<file path="config.mk">
export PLATFORM = sky130hd
export DESIGN_NAME = tanhx_out_collector
export DESIGN_NICKNAME = d
export VERILOG_FILES = /design/src/rtl/tanhx_out_collector_pkg.sv /design/src/rtl/sync_fifo_fwft.sv /design/src/rtl/tanhx_out_collector.sv
export SDC_FILE = /design/constraint.sdc
export NUM_CORES = 1
export LEC_CHECK = 0
export ABC_AREA = 1
export CAP_MARGIN = 30
export CORE_MARGIN = 1
export CORE_UTILIZATION = 50
export CTS_BUF_LIST = sky130_fd_sc_hd__clkbuf_2 sky130_fd_sc_hd__clkbuf_4 sky130_fd_sc_hd__clkbuf_8
export CTS_CLUSTER_SIZE = 8
export DETAILED_ROUTE_END_ITERATION = 6
export PLACE_DENSITY = 0.76
export SYNTH_ARGS = -nofsm -noshare
export SYNTH_HDL_FRONTEND = slang
export SYNTH_SLANG_ARGS = --single-unit
</file>
<file path="constraint.sdc">
create_clock -name clk -period 3 [get_ports clk]
set_input_delay 0.45 -clock clk [delete_from_list [all_inputs] [get_ports clk]]
set_output_delay 0.45 -clock clk [all_outputs]
set_load 0.005 [all_outputs]
</file>
<file path="src/rtl/tanhx_out_collector_pkg.sv">
// Shared activation package: result word width, FP32 field positions,
// drain FSM state encodings and a NaN classifier used at push time.
package tanhx_out_collector_pkg;

  localparam int DWIDTH_DEF = 32;

  // FP32 field positions
  localparam int EXP_MSB = 30;
  localparam int EXP_LSB = 23;
  localparam int MAN_MSB = 22;

  typedef enum logic [1:0] {
    ST_IDLE  = 2'd0,
    ST_DRAIN = 2'd1,
    ST_DONE  = 2'd2
  } drain_state_e;

  // NaN: exponent all ones and a nonzero mantissa (infinity is not NaN)
  function automatic logic is_nan_fp32(input logic [DWIDTH_DEF-1:0] w);
    return (w[EXP_MSB:EXP_LSB] == '1) && (w[MAN_MSB:0] != '0);
  endfunction

endpackage : tanhx_out_collector_pkg

</file>
<file path="src/rtl/sync_fifo_fwft.sv">
// First-word-fall-through synchronous FIFO: storage, pointers and occupancy.
// The caller guarantees push only when not full (or full with a pop) and
// pop only when rvalid is high.
module sync_fifo_fwft #(
  parameter int WIDTH = 33,
  parameter int DEPTH = 8
) (
  input  logic                     clk,
  input  logic                     rst,
  input  logic                     push,
  input  logic                     pop,
  input  logic [WIDTH-1:0]         wdata,
  output logic [WIDTH-1:0]         rdata,
  output logic                     rvalid,
  output logic [$clog2(DEPTH):0]   level,
  output logic [$clog2(DEPTH):0]   level_next
);

  localparam int AW = $clog2(DEPTH);
  localparam int LW = AW + 1;
  localparam logic [AW-1:0] LAST_IDX = AW'(DEPTH - 1);

  logic [WIDTH-1:0] mem_q [DEPTH];
  logic [AW-1:0]    wr_ptr_q, wr_ptr_d;
  logic [AW-1:0]    rd_ptr_q, rd_ptr_d;
  logic [LW-1:0]    level_q, level_d;

  // Next pointers and occupancy from this cycle's push/pop
  always_comb begin
    // NOTE: every always_comb output gets a default first so no path leaves it unassigned (which would infer a latch).
    wr_ptr_d = wr_ptr_q;
    rd_ptr_d = rd_ptr_q;
    level_d  = level_q;
    if (push) wr_ptr_d = (wr_ptr_q == LAST_IDX) ? '0 : wr_ptr_q + 1'b1;
    if (pop)  rd_ptr_d = (rd_ptr_q == LAST_IDX) ? '0 : rd_ptr_q + 1'b1;
    case ({push, pop})
      2'b10:   level_d = level_q + 1'b1;
      2'b01:   level_d = level_q - 1'b1;
      default: level_d = level_q;
    endcase
  end

  // Pointer and occupancy registers
  always_ff @(posedge clk) begin
    // NOTE: sequential state uses non-blocking assignments so every flop samples pre-edge values.
    if (rst) begin
      wr_ptr_q <= '0;
      rd_ptr_q <= '0;
      level_q  <= '0;
    end else begin
      wr_ptr_q <= wr_ptr_d;
      rd_ptr_q <= rd_ptr_d;
      level_q  <= level_d;
    end
  end

  // Entry storage write port
  always_ff @(posedge clk) begin
    // NOTE: storage is not reset; the read side is gated by rvalid, so stale contents are never visible.
    if (!rst && push) mem_q[wr_ptr_q] <= wdata;
  end

  assign rvalid     = (level_q != '0);
  assign rdata      = rvalid ? mem_q[rd_ptr_q] : '0;
  assign level      = level_q;
  assign level_next = level_d;

endmodule : sync_fifo_fwft

</file>
<file path="src/rtl/tanhx_out_collector.sv">
// Collects tanh engine results into a FWFT FIFO, tags each word with a NaN
// flag, reports backpressure (space_ok) upstream, tracks dropped results and
// pops, and runs a flush/drain handshake.
module tanhx_out_collector
  import tanhx_out_collector_pkg::*;
#(
  parameter int DWIDTH   = DWIDTH_DEF,
  parameter int DEPTH    = 8,
  parameter int PIPE_LAT = 3
) (
  input  logic                     clk,
  input  logic                     rst,
  input  logic                     in_valid,
  input  logic [DWIDTH-1:0]        in_data,
  output logic                     space_ok,
  output logic                     m_valid,
  input  logic                     m_ready,
  output logic [DWIDTH-1:0]        m_data,
  output logic                     m_nan,
  input  logic                     flush,
  output logic                     flush_done,
  output logic                     overflow,
  input  logic                     clr_ovf,
  output logic [$clog2(DEPTH):0]   level,
  output logic [15:0]              pop_count
);

  localparam int LW = $clog2(DEPTH) + 1;
  localparam logic [LW-1:0] FULL_LEVEL = LW'(DEPTH);

  logic              push, pop, drop, full;
  logic              fifo_valid;
  logic [DWIDTH:0]   wr_entry, rd_entry;
  logic [LW-1:0]     level_cur, level_next;

  logic              overflow_q, overflow_d;
  logic              space_ok_q, space_ok_d;
  logic [15:0]       pop_count_q, pop_count_d;
  drain_state_e      state_q, state_d;

  // A full FIFO still accepts a word when the head leaves in the same cycle
  assign full     = (level_cur == FULL_LEVEL);
  assign pop      = fifo_valid & m_ready;
  assign push     = in_valid & (~full | pop);
  assign drop     = in_valid & full & ~pop;
  assign wr_entry = {is_nan_fp32(in_data), in_data};

  sync_fifo_fwft #(
    .WIDTH (DWIDTH + 1),
    .DEPTH (DEPTH)
  ) u_fifo (
    .clk        (clk),
    .rst        (rst),
    .push       (push),
    .pop        (pop),
    .wdata      (wr_entry),
    .rdata      (rd_entry),
    .rvalid     (fifo_valid),
    .level      (level_cur),
    .level_next (level_next)
  );

  // Status: sticky overflow, pop counter, and space_ok from post-update occupancy
  always_comb begin
    overflow_d  = overflow_q;
    pop_count_d = pop_count_q;
    space_ok_d  = (int'(level_next) + PIPE_LAT + 1) <= DEPTH;
    if (drop)         overflow_d = 1'b1;
    else if (clr_ovf) overflow_d = 1'b0;
    if (pop)          pop_count_d = pop_count_q + 16'd1;
  end

  // Drain FSM next state: flush is only honoured from IDLE
  always_comb begin
    state_d = state_q;
    case (state_q)
      ST_IDLE:  if (flush) state_d = ST_DRAIN;
      ST_DRAIN: if ((level_cur == '0) && !push) state_d = ST_DONE;
      ST_DONE:  state_d = ST_IDLE;
      default:  state_d = ST_IDLE;
    endcase
  end

  // Status and FSM registers
  always_ff @(posedge clk) begin
    if (rst) begin
      overflow_q  <= 1'b0;
      space_ok_q  <= 1'b1;
      pop_count_q <= '0;
      state_q     <= ST_IDLE;
    end else begin
      overflow_q  <= overflow_d;
      space_ok_q  <= space_ok_d;
      pop_count_q <= pop_count_d;
      state_q     <= state_d;
    end
  end

  assign m_valid    = fifo_valid;
  assign m_data     = rd_entry[DWIDTH-1:0];
  assign m_nan      = rd_entry[DWIDTH];
  assign space_ok   = space_ok_q;
  assign overflow   = overflow_q;
  assign pop_count  = pop_count_q;
  assign level      = level_cur;
  assign flush_done = (state_q == ST_DONE);

endmodule : tanhx_out_collector

</file>
After elaboration in Yosys (flattened, before gate mapping)
Memory sizes are Yosys's and may differ from the RTL's. A register that Yosys moved wholly into a read port is not among the register bits.
Cells that the tools add are included.
Word-level totals
  input bits: 38
  memories kept: 1
  register bits: 30
  RAM bits: 264
Memory list
  u_fifo.mem_q: words 8, width 33, read ports 1, clocked after memory_dff 1, wr ports 1, line sync_fifo_fwft.sv:23  | logic [WIDTH-1:0] mem_q [DEPTH];
Operators by class
  eq/ne operators: 10
  multiplexer cells: 13
  add/subtract/negate cells: 7
  bitwise gates (word level): 7
  order comparisons: 1
  reductions and logical operators: 11
Operators by type and width (number)
  33-bit 2-to-1 mux: 1
  23-bit nonzero test: 1
  16-bit by 1-bit adder with 16-bit output (second input constant): 1
  3-bit 2-to-1 mux: 4
  8-bit equality test (second input constant): 1
  4-bit one-hot mux with 2 select lines: 1
  3-bit by 1-bit adder with 3-bit output (second input constant): 2
  5-bit by 1-bit adder with 6-bit output (second input constant): 1
  3-bit equality test (second input constant): 2
  6-bit by 4-bit less-or-equal comparator with 1-bit output (second input constant): 1
  4-bit by 2-bit adder with 5-bit output (second input constant): 1
  4-bit by 1-bit adder with 4-bit output (second input constant): 1
  1-bit AND: 4
  2-bit by 1-bit equality test with 1-bit output (second input constant): 2
  2-bit equality test (second input constant): 2
  4-bit equality test (second input constant): 1
  4-bit logical NOT: 1
  1-bit 2-to-1 mux: 4
  2-bit 2-to-1 mux: 2
  2-bit != test (second input constant): 2
  2-bit one-hot mux with 2 select lines: 1
  4-bit nonzero test: 1
  4-bit by 1-bit subtractor with 4-bit output (second input constant): 1
  1-bit logical AND: 3
  6 further kinds: 8

Longest topological paths before layout
Gate-level depths: netlist of the first run.
  depth after elaboration: 9
  depth in mapped cells: 15
  gate-level depth less buffers: 15

Cells and area by module
Synthesis of the first run repeated with hierarchy kept, for this count alone.
Unflattened totals
  cell total of the unflattened synthesis: 1076
  area total of the unflattened synthesis: 12208.0 um2
Modules (own cells, without submodules)
  sync_fifo_fwft: sequential area each 8187.9 um2, times used 1, cells an instance 912, area an instance 11086.9 um2
  tanhx_out_collector: sequential area each 400.4 um2, times used 1, cells an instance 164, area an instance 1121.1 um2

Least setup slack after synthesis of the first run
Ideal clock, no wire load.
  path kind: in2reg
  start: input m_ready
  end: memory u_fifo.mem_q[0][0] (enable)
  path slack: 0.026 ns
  library setup time: 0.423 ns
  required time: 2.577 ns
  arrival: 2.551 ns
  stages: 7
  path through: buf_2 nor2_1 nand3_1 nand2_1 nor2_1 nand2_1 nor2_1
Between the ends
  longest elaborated chain between the ends: 6
Ends and longest elaborated chain
  start: declaration: line tanhx_out_collector.sv:17  | input logic m_ready,
  1-bit AND: line tanhx_out_collector.sv:43  | assign pop = fifo_valid & m_ready;
  1-bit OR: line tanhx_out_collector.sv:44  | assign push = in_valid & (~full | pop);
  1-bit AND: line tanhx_out_collector.sv:44
  1-bit logical AND: line sync_fifo_fwft.sv:60  | if (!rst && push) mem_q[wr_ptr_q] <= wdata;
  1-bit 2-to-1 mux: line sync_fifo_fwft.sv:60
  1-bit 2-to-1 mux (not written as such): line sync_fifo_fwft.sv:60
  end: declaration: line sync_fifo_fwft.sv:23
Every way passes these cells.

==> results of run 1 <==
==> repair_timing <==
action / 4_1_cts / 5_1_grt
gates resized for setup: 9 / 21
buffers inserted: 2 / 3
gates cloned: 2 / 3
endpoints found under the setup margin: 32 / 31
pin swaps: 0 / 1
==> metrics by stage <==
| stage | util [%] | TNS [ns] |
|---|---|---|
| floorplan | - | 0 |
| global placement | 57.3 | 0 |
| detailed placement | 57.3 | 0 |
| CTS | 61.4 | 0 |
| global route | 62.2 | -0.214 |
| finish | 62.2 | 0 |
==> path summary, 6_finish.rpt <==
kind,startpoint,to,slack [ns]
worst max-delay path,flip-flop,m_data[29],0.07
worst min-delay path,state_q[1],state_q[1],0.42
worst min register to register,state_q[1],state_q[1],0.42
worst max register to register,u_fifo.level[0],space_ok,0.82
==> sequential cells by signal, summed over array words and instances (netlist names), named ones only <==
signal,count
u_fifo.level,4
space_ok,1
overflow,1
u_fifo.mem_q,264
u_fifo.wr_ptr_q,3
state_q,2
pop_count,16
u_fifo.rd_ptr_q,3
==> Yosys cell counts (3+ instances only) <==
| library cell | count |
|---|---|
| xor2_1 | 3 |
| nor3_1 | 7 |
| a31oi_1 | 3 |
| edfxtp_1 | 264 |
| buf_6 | 3 |
| nand4_1 | 8 |
| a21oi_1 | 13 |
| buf_4 | 8 |
| nand2_1 | 51 |
| dfxtp_1 | 33 |
| o21ai_0 | 81 |
| o21ai_1 | 32 |
| ha_1 | 6 |
| o32ai_1 | 66 |
| buf_2 | 19 |
| nor4_1 | 5 |
| nor2_1 | 299 |
| clkbuf_1 | 26 |
| inv_1 | 33 |
| nand3_1 | 17 |
==> cells in the final DEF, fill, tap and decap left out, types with 6 or more instances in the layout <==
cell	count
a21oi_1	13
buf_12	12
buf_16	6
buf_4	10
clkbuf_4	15
clkbuf_8	48
clkdlybuf4s50_1	94
clkinv_1	6
dfxtp_1	31
edfxtp_1	264
ha_1	6
inv_1	33
nand2_1	51
nand3_1	17
nand4_1	8
nor2_1	286
nor2_2	6
nor2_4	11
nor3_1	7
o21ai_0	81
o21ai_1	32
o32ai_1	62
==> logic make-up after synthesis <==
kind of cell	after synthesis	share of synthesized area, %
and+or+nand+nor	401	13.7
AOI/OAI and AO/OA	199	10.5
buffers and inverters	93	3.54
DFF	297	71.4
xor gates and xnor gates	4	0.291
adders and majority gates	6	0.624
==> power groups by stage <==
stage / sequential [uW] / combinational (uW) / clock (uW)
after floorplan: 4760 / 1400 / 0
after global placement: 4800 / 2360 / 0
after detailed placement: 4810 / 2430 / 0
after CTS: 4710 / 2580 / 3210
after global routing: 4740 / 2980 / 3400
final: 4730 / 2730 / 3160
==> area by class of cell <==
type / count / area share [%]
Inverter: 35 / 0.983
Clock buffer: 63 / 5.28
Tap cell: 319 / 2.73
Sequential cell: 297 / 58.7
Multi-Input combinational cell: 611 / 21.5
Timing Repair Buffer: 127 / 10.3
Clock inverter: 12 / 0.487
==> metal layers <==
metal | vias up | share of wire (%) | GRT usage, %
met5 | - | 0 | 0
met4 | 0 | 2.2 | 7.58
met3 | 64 | 8.1 | 4.43
met2 | 366 | 50 | 37.7
met1 | 4043 | 40 | 29.0
li1 | 3859 | - | -
==> results.json, run 1 <==
{
  "status": "complete, no violations",
  "cellLeakagePower_uw": 0.00496,
  "max-vdd-ir-drop_mv": 0.340,
  "insertedDiodeCount": 0,
  "synthesis.instances": 1000,
  "post_layout_nonfiller_instances": 1464,
  "synth_area_leaders": "edfxtp_1 66%, nor2_1 9.3%, dfxtp_1 5.5%, o32ai_1 4.8%, o21ai_0 3.4%",
  "detailedPlace.worstSlack_ns": 0.443,
  "post-place-cells": 1379,
  "post_layout_nets": 1163,
  "power_frac_seq_pct": 44.5,
  "worstSetupStartpointType": "flip-flop",
  "yosysTopAreaCellShare_pct": 65.9,
  "antenna_found_initial": 0,
  "multiInputGateArea_um2": 3150,
  "layout-drive-gt1-share_pct": 11.8,
  "internal_power_uw": 7500,
  "worst_path_most_repeated_cell": "nor2_1",
  "grt_pass1_wl_mm": 41.9,
  "initial_core_utilization_pct": 51.1,
  "cp_cell_sequence": "buf_8 -> nor2_1 -> o32ai_1 -> o21ai_1 -> nor2_1 -> clkdlybuf4s50_1",
  "setup.worst_path.end_class": "primary output",
  "gp_congestion": 0.805,
  "clock_power_share_pct": 29.8,
  "path_class": "flip-flop to primary output",
  "gr-total-overflow": 0,
  "post_dp_cell_area_um2": 13500,
  "area_growth_syn_to_layout_pct": 21.7,
  "first_pass_iters": 5,
  "critPathSlowestCell": "clkdlybuf4s50_1",
  "achievable-frequency_mhz": 342,
  "critical_path_required_ns": 2.55,
  "place_hpwl_mm": 14.6,
  "yosys.area.top_type": "edfxtp_1",
  "power.switching_uw": 3120,
  "final_max_slew_viol_count": 0,
  "cp_data_arrival_time_ns": 2.48,
  "clock_sinks": 297,
  "post_synth_instance_area_um2": 12000,
  "hold_viol": 0,
  "clock_latency_ns": 0.57,
  "antenna_left": 0,
  "worst-path-max-fanout": 26,
  "ys_async_sr_fraction_pct": 0,
  "pwr-share-comb_pct": 25.7,
  "maxCapViolCount": 0,
  "netSwitchingFraction_pct": 29.4,
  "portBuffers": 94,
  "post-route-cell-area_um2": 14600,
  "total_power_uw": 10600,
  "groute.usage.overall_pct": 22.3,
  "post_synth.cell_area_avg_um2": 12.0,
  "detail_route.drc_violations": 0,
  "synthDistinctLibCells": 36,
  "overall_die_width_um": 157,
  "cts_tree": "done",
  "max-slew-margin-rel_pct": 65.1,
  "count_of_flip_flops_with_a_built_in_enable_after_synthesis": 264,
  "cts.clk_slew.worst_paths_ns": 0.06,
  "routedWlPerCell_um": 19.3,
  "fillers": 1793,
  "worstRegToRegCells": 14,
  "holdWs_ns": 0.418,
  "timing.final.setup_violations": 0,
  "synth_warnings": 0,
  "grt_max_degree": 60,
  "floorplan.die_area_um2": 24700,
  "worst_clock_skew_ns": 0.0223,
  "htree_levels": 2,
  "design.portCount": 95,
  "total_wire_length_mm": 28.2,
  "worst_hold_path_type": "flip-flop to flip-flop",
  "via_count_of_the_first_global_routing_pass": 8025,
  "core-area_um2": 23500,
  "clock_path_buffers": 3,
  "vias": 8332,
  "worstPathBufferInverterCount": 2,
  "synth.net_count": 1044,
  "num_rows": 56,
  "period_share_pct": 97.5,
  "critical_path_depth_in_cells": 6,
  "setup_repair_after_global_routing_missed_its_margin": "yes",
  "holdBufCountCts": 0,
  "synth-main-ff-cell": "edfxtp_1",
  "routed_via_density": 5.69,
  "setup_ws_ns": 0.0741,
  "root_buffer": "clkbuf_8",
  "seqCellArea_um2": 8600,
  "dr.first_iter.drc_count": 715,
  "cts_buffers": 47,
  "worst_pin_slew_ns": 0.524,
  "synth_seq_area_share_pct": 71.4,
  "critPathTopFamily": "buffers and inverters",
  "slowest_delay_ns": 0.53,
  "fp.dieH_um": 157,
  "min_path_cells": 1,
  "power_density_nw_per_um2": 726,
  "synth-seq-cells": 297,
  "period_minus_slack_ns": 2.93
}
Power figures use the tool's default switching activity.
==> inputs of run 2 (changes only) <==
--- a/config.mk
+++ b/config.mk
@@ -10,6 +10,7 @@
 export CORE_MARGIN = 1
 export CORE_UTILIZATION = 50
 export CTS_BUF_LIST = sky130_fd_sc_hd__clkbuf_2 sky130_fd_sc_hd__clkbuf_4 sky130_fd_sc_hd__clkbuf_8
+export CTS_CLUSTER_DIAMETER = 30
 export CTS_CLUSTER_SIZE = 8
 export DETAILED_ROUTE_END_ITERATION = 6
 export PLACE_DENSITY = 0.76
==> run 2 against run 1 <==
  * Clock skew up 0.0035 ns
  * Design area up 1.6%
  * Cell count increased by 1.3%
  * Hold slack gained 0.0036 ns
  * Global-route usage is 0.32 points higher
  * Die area unchanged
  * Clock-buffer cell count increased by 3
  * Critical path depth did not move
  * Critical path type unchanged
  * Critical endpoint is now m_data[31]
  * Largest power group unchanged
==> results.json, run 2 (synthesis gave the netlist of run 1 again) <==
{
  "r2r_slack_ns": 0.74,
  "root_buffer": "clkbuf_8",
  "detail_route.drc_violations": 0,
  "clock_sinks": 297,
  "design.portCount": 95,
  "final_cell_mix": "288 x nor2_1, 264 x edfxtp_1, 94 x clkdlybuf4s50_1",
  "area_growth_syn_to_layout_pct": 23.6,
  "timing.final.setup_violations": 0,
  "gp_congestion": 0.805,
  "maxCapViolCount": 0,
  "final_common_cell": "nor2_1",
  "first_pass_iters": 5,
  "initial_core_utilization_pct": 51.1,
  "post_dp_cell_area_um2": 13500,
  "layout-drive-gt1-share_pct": 12.5,
  "multiInputGateArea_um2": 3120,
  "worstSetupStartpointType": "flip-flop",
  "cts_buffers": 54,
  "worst-path-max-fanout": 26,
  "worst_clock_skew_ns": 0.0258,
  "total_wire_length_mm": 28.9,
  "worst_hold_path_type": "flip-flop to flip-flop",
  "max-vdd-ir-drop_mv": 0.366,
  "cp_data_arrival_time_ns": 2.48,
  "worst_path_most_repeated_cell": "nor2_1",
  "htree_levels": 2,
  "slowest_delay_ns": 0.54,
  "largest-register": "u_fifo.mem_q",
  "cts_tree": "done",
  "seqCellArea_um2": 8600,
  "portBuffers": 94,
  "routed_via_density": 5.71,
  "critical_path_depth_in_cells": 6,
  "min_path_cells": 1,
  "path_class": "flip-flop to primary output",
  "critPathTopFamily": "buffers and inverters",
  "holdWs_ns": 0.421,
  "total_power_uw": 11400,
  "antenna_left": 0,
  "critical_path_required_ns": 2.55,
  "clock_path_buffers": 3,
  "status": "complete, no violations",
  "post-route-cell-area_um2": 14900,
  "cellLeakagePower_uw": 0.00508,
  "clock_latency_ns": 0.59,
  "groute.usage.overall_pct": 22.7,
  "grt_pass1_wl_mm": 42.4,
  "hold_viol": 0,
  "vias": 8471,
  "grt_max_degree": 57,
  "period_minus_slack_ns": 2.93,
  "period_share_pct": 97.5,
  "worstPathBufferInverterCount": 2,
  "setup.worst_path.end_class": "primary output",
  "largest_register_ffs": 264,
  "via_count_of_the_first_global_routing_pass": 8208,
  "routedWlPerCell_um": 19.5,
  "antenna_found_initial": 0,
  "final_max_slew_viol_count": 0,
  "post_layout_nets": 1170,
  "cts.clk_slew.worst_paths_ns": 0.06,
  "floorplan.die_area_um2": 24700,
  "dr.first_iter.drc_count": 827,
  "setup_repair_after_global_routing_missed_its_margin": "yes",
  "worst_pin_slew_ns": 0.519,
  "setup_ws_ns": 0.0738,
  "place_hpwl_mm": 14.6,
  "gr-total-overflow": 0,
  "holdBufCountCts": 0,
  "critPathSlowestCell": "clkdlybuf4s50_1",
  "achievable-frequency_mhz": 342,
  "power_density_nw_per_um2": 765,
  "num_rows": 56,
  "cp_cell_sequence": "buf_8 -> nor2_1 -> o32ai_1 -> nor2_1 -> nor2_1 -> clkdlybuf4s50_1",
  "fp.dieH_um": 157,
  "fillers": 1745,
  "insertedDiodeCount": 0,
  "detailedPlace.worstSlack_ns": 0.443,
  "worstRegToRegCells": 14,
  "core-area_um2": 23500,
  "max-slew-margin-rel_pct": 65.4,
  "overall_die_width_um": 157
}
## run 2: changes by cell type in the layout (fill, tap and decap cells not counted), moves of 4 or more
cell / change
clkinv_2: +5
bufinv_16: +5
clkbuf_8: +7
clkbuf_4: -4
## run 2: metal layers
| layer | share of wire [%] | GRT usage [%] | up-vias |
|---|---|---|---|
| li1 | - | - | 3896 |
| met1 | 40 | 28.7 | 4117 |
| met2 | 50 | 38.4 | 399 |
| met3 | 7.7 | 4.54 | 59 |
| met4 | 2.3 | 9.06 | 0 |
| met5 | 0 | 0 | - |
## run 2: worst paths after layout
path,end,startpoint
hold reg to reg,state_q[1],state_q[1]
setup / recovery,m_data[31],flip-flop
setup reg to reg,space_ok,u_fifo.level[1]
hold / removal,state_q[1],state_q[1]
## run 2: area by class of cell
type	count	area share [%]
clock inverters	28	1.85
repair buffers	127	10.1
well taps	319	2.68
inverters	35	0.967
clock buffers	66	5.64
multi-input cells	611	21.0
flip-flops and latches	297	57.8
## run 2: timing repair
item | CTS | global route
setup endpoints to repair | 32 | 22
setup buffers | 2 | 3
gates resized for setup | 10 | 13
pin swaps | 0 | 1
gates cloned | 1 | 4
## run 2: where the power goes
| group | leakage [uW] | internal (uW) | switching [uW] |
|---|---|---|---|
| clock | 0.000572 | 2280 | 1650 |
| combinational | 0.00184 | 1200 | 1530 |
| sequential | 0.00267 | 4620 | 104 |
| total | 0.00508 | 8100 | 3280 |
## run 2: metrics by stage
step / std cells / setup TNS (ns) / util [%]
after global placement: 1379 / 0 / 57.3
after floorplan: 1000 / 0 / -
final: 1483 / 0 / 63.2
after global routing: 1483 / -0.0320 / 63.2
after detailed placement: 1379 / 0 / 57.3
after CTS: 1476 / 0 / 62.5
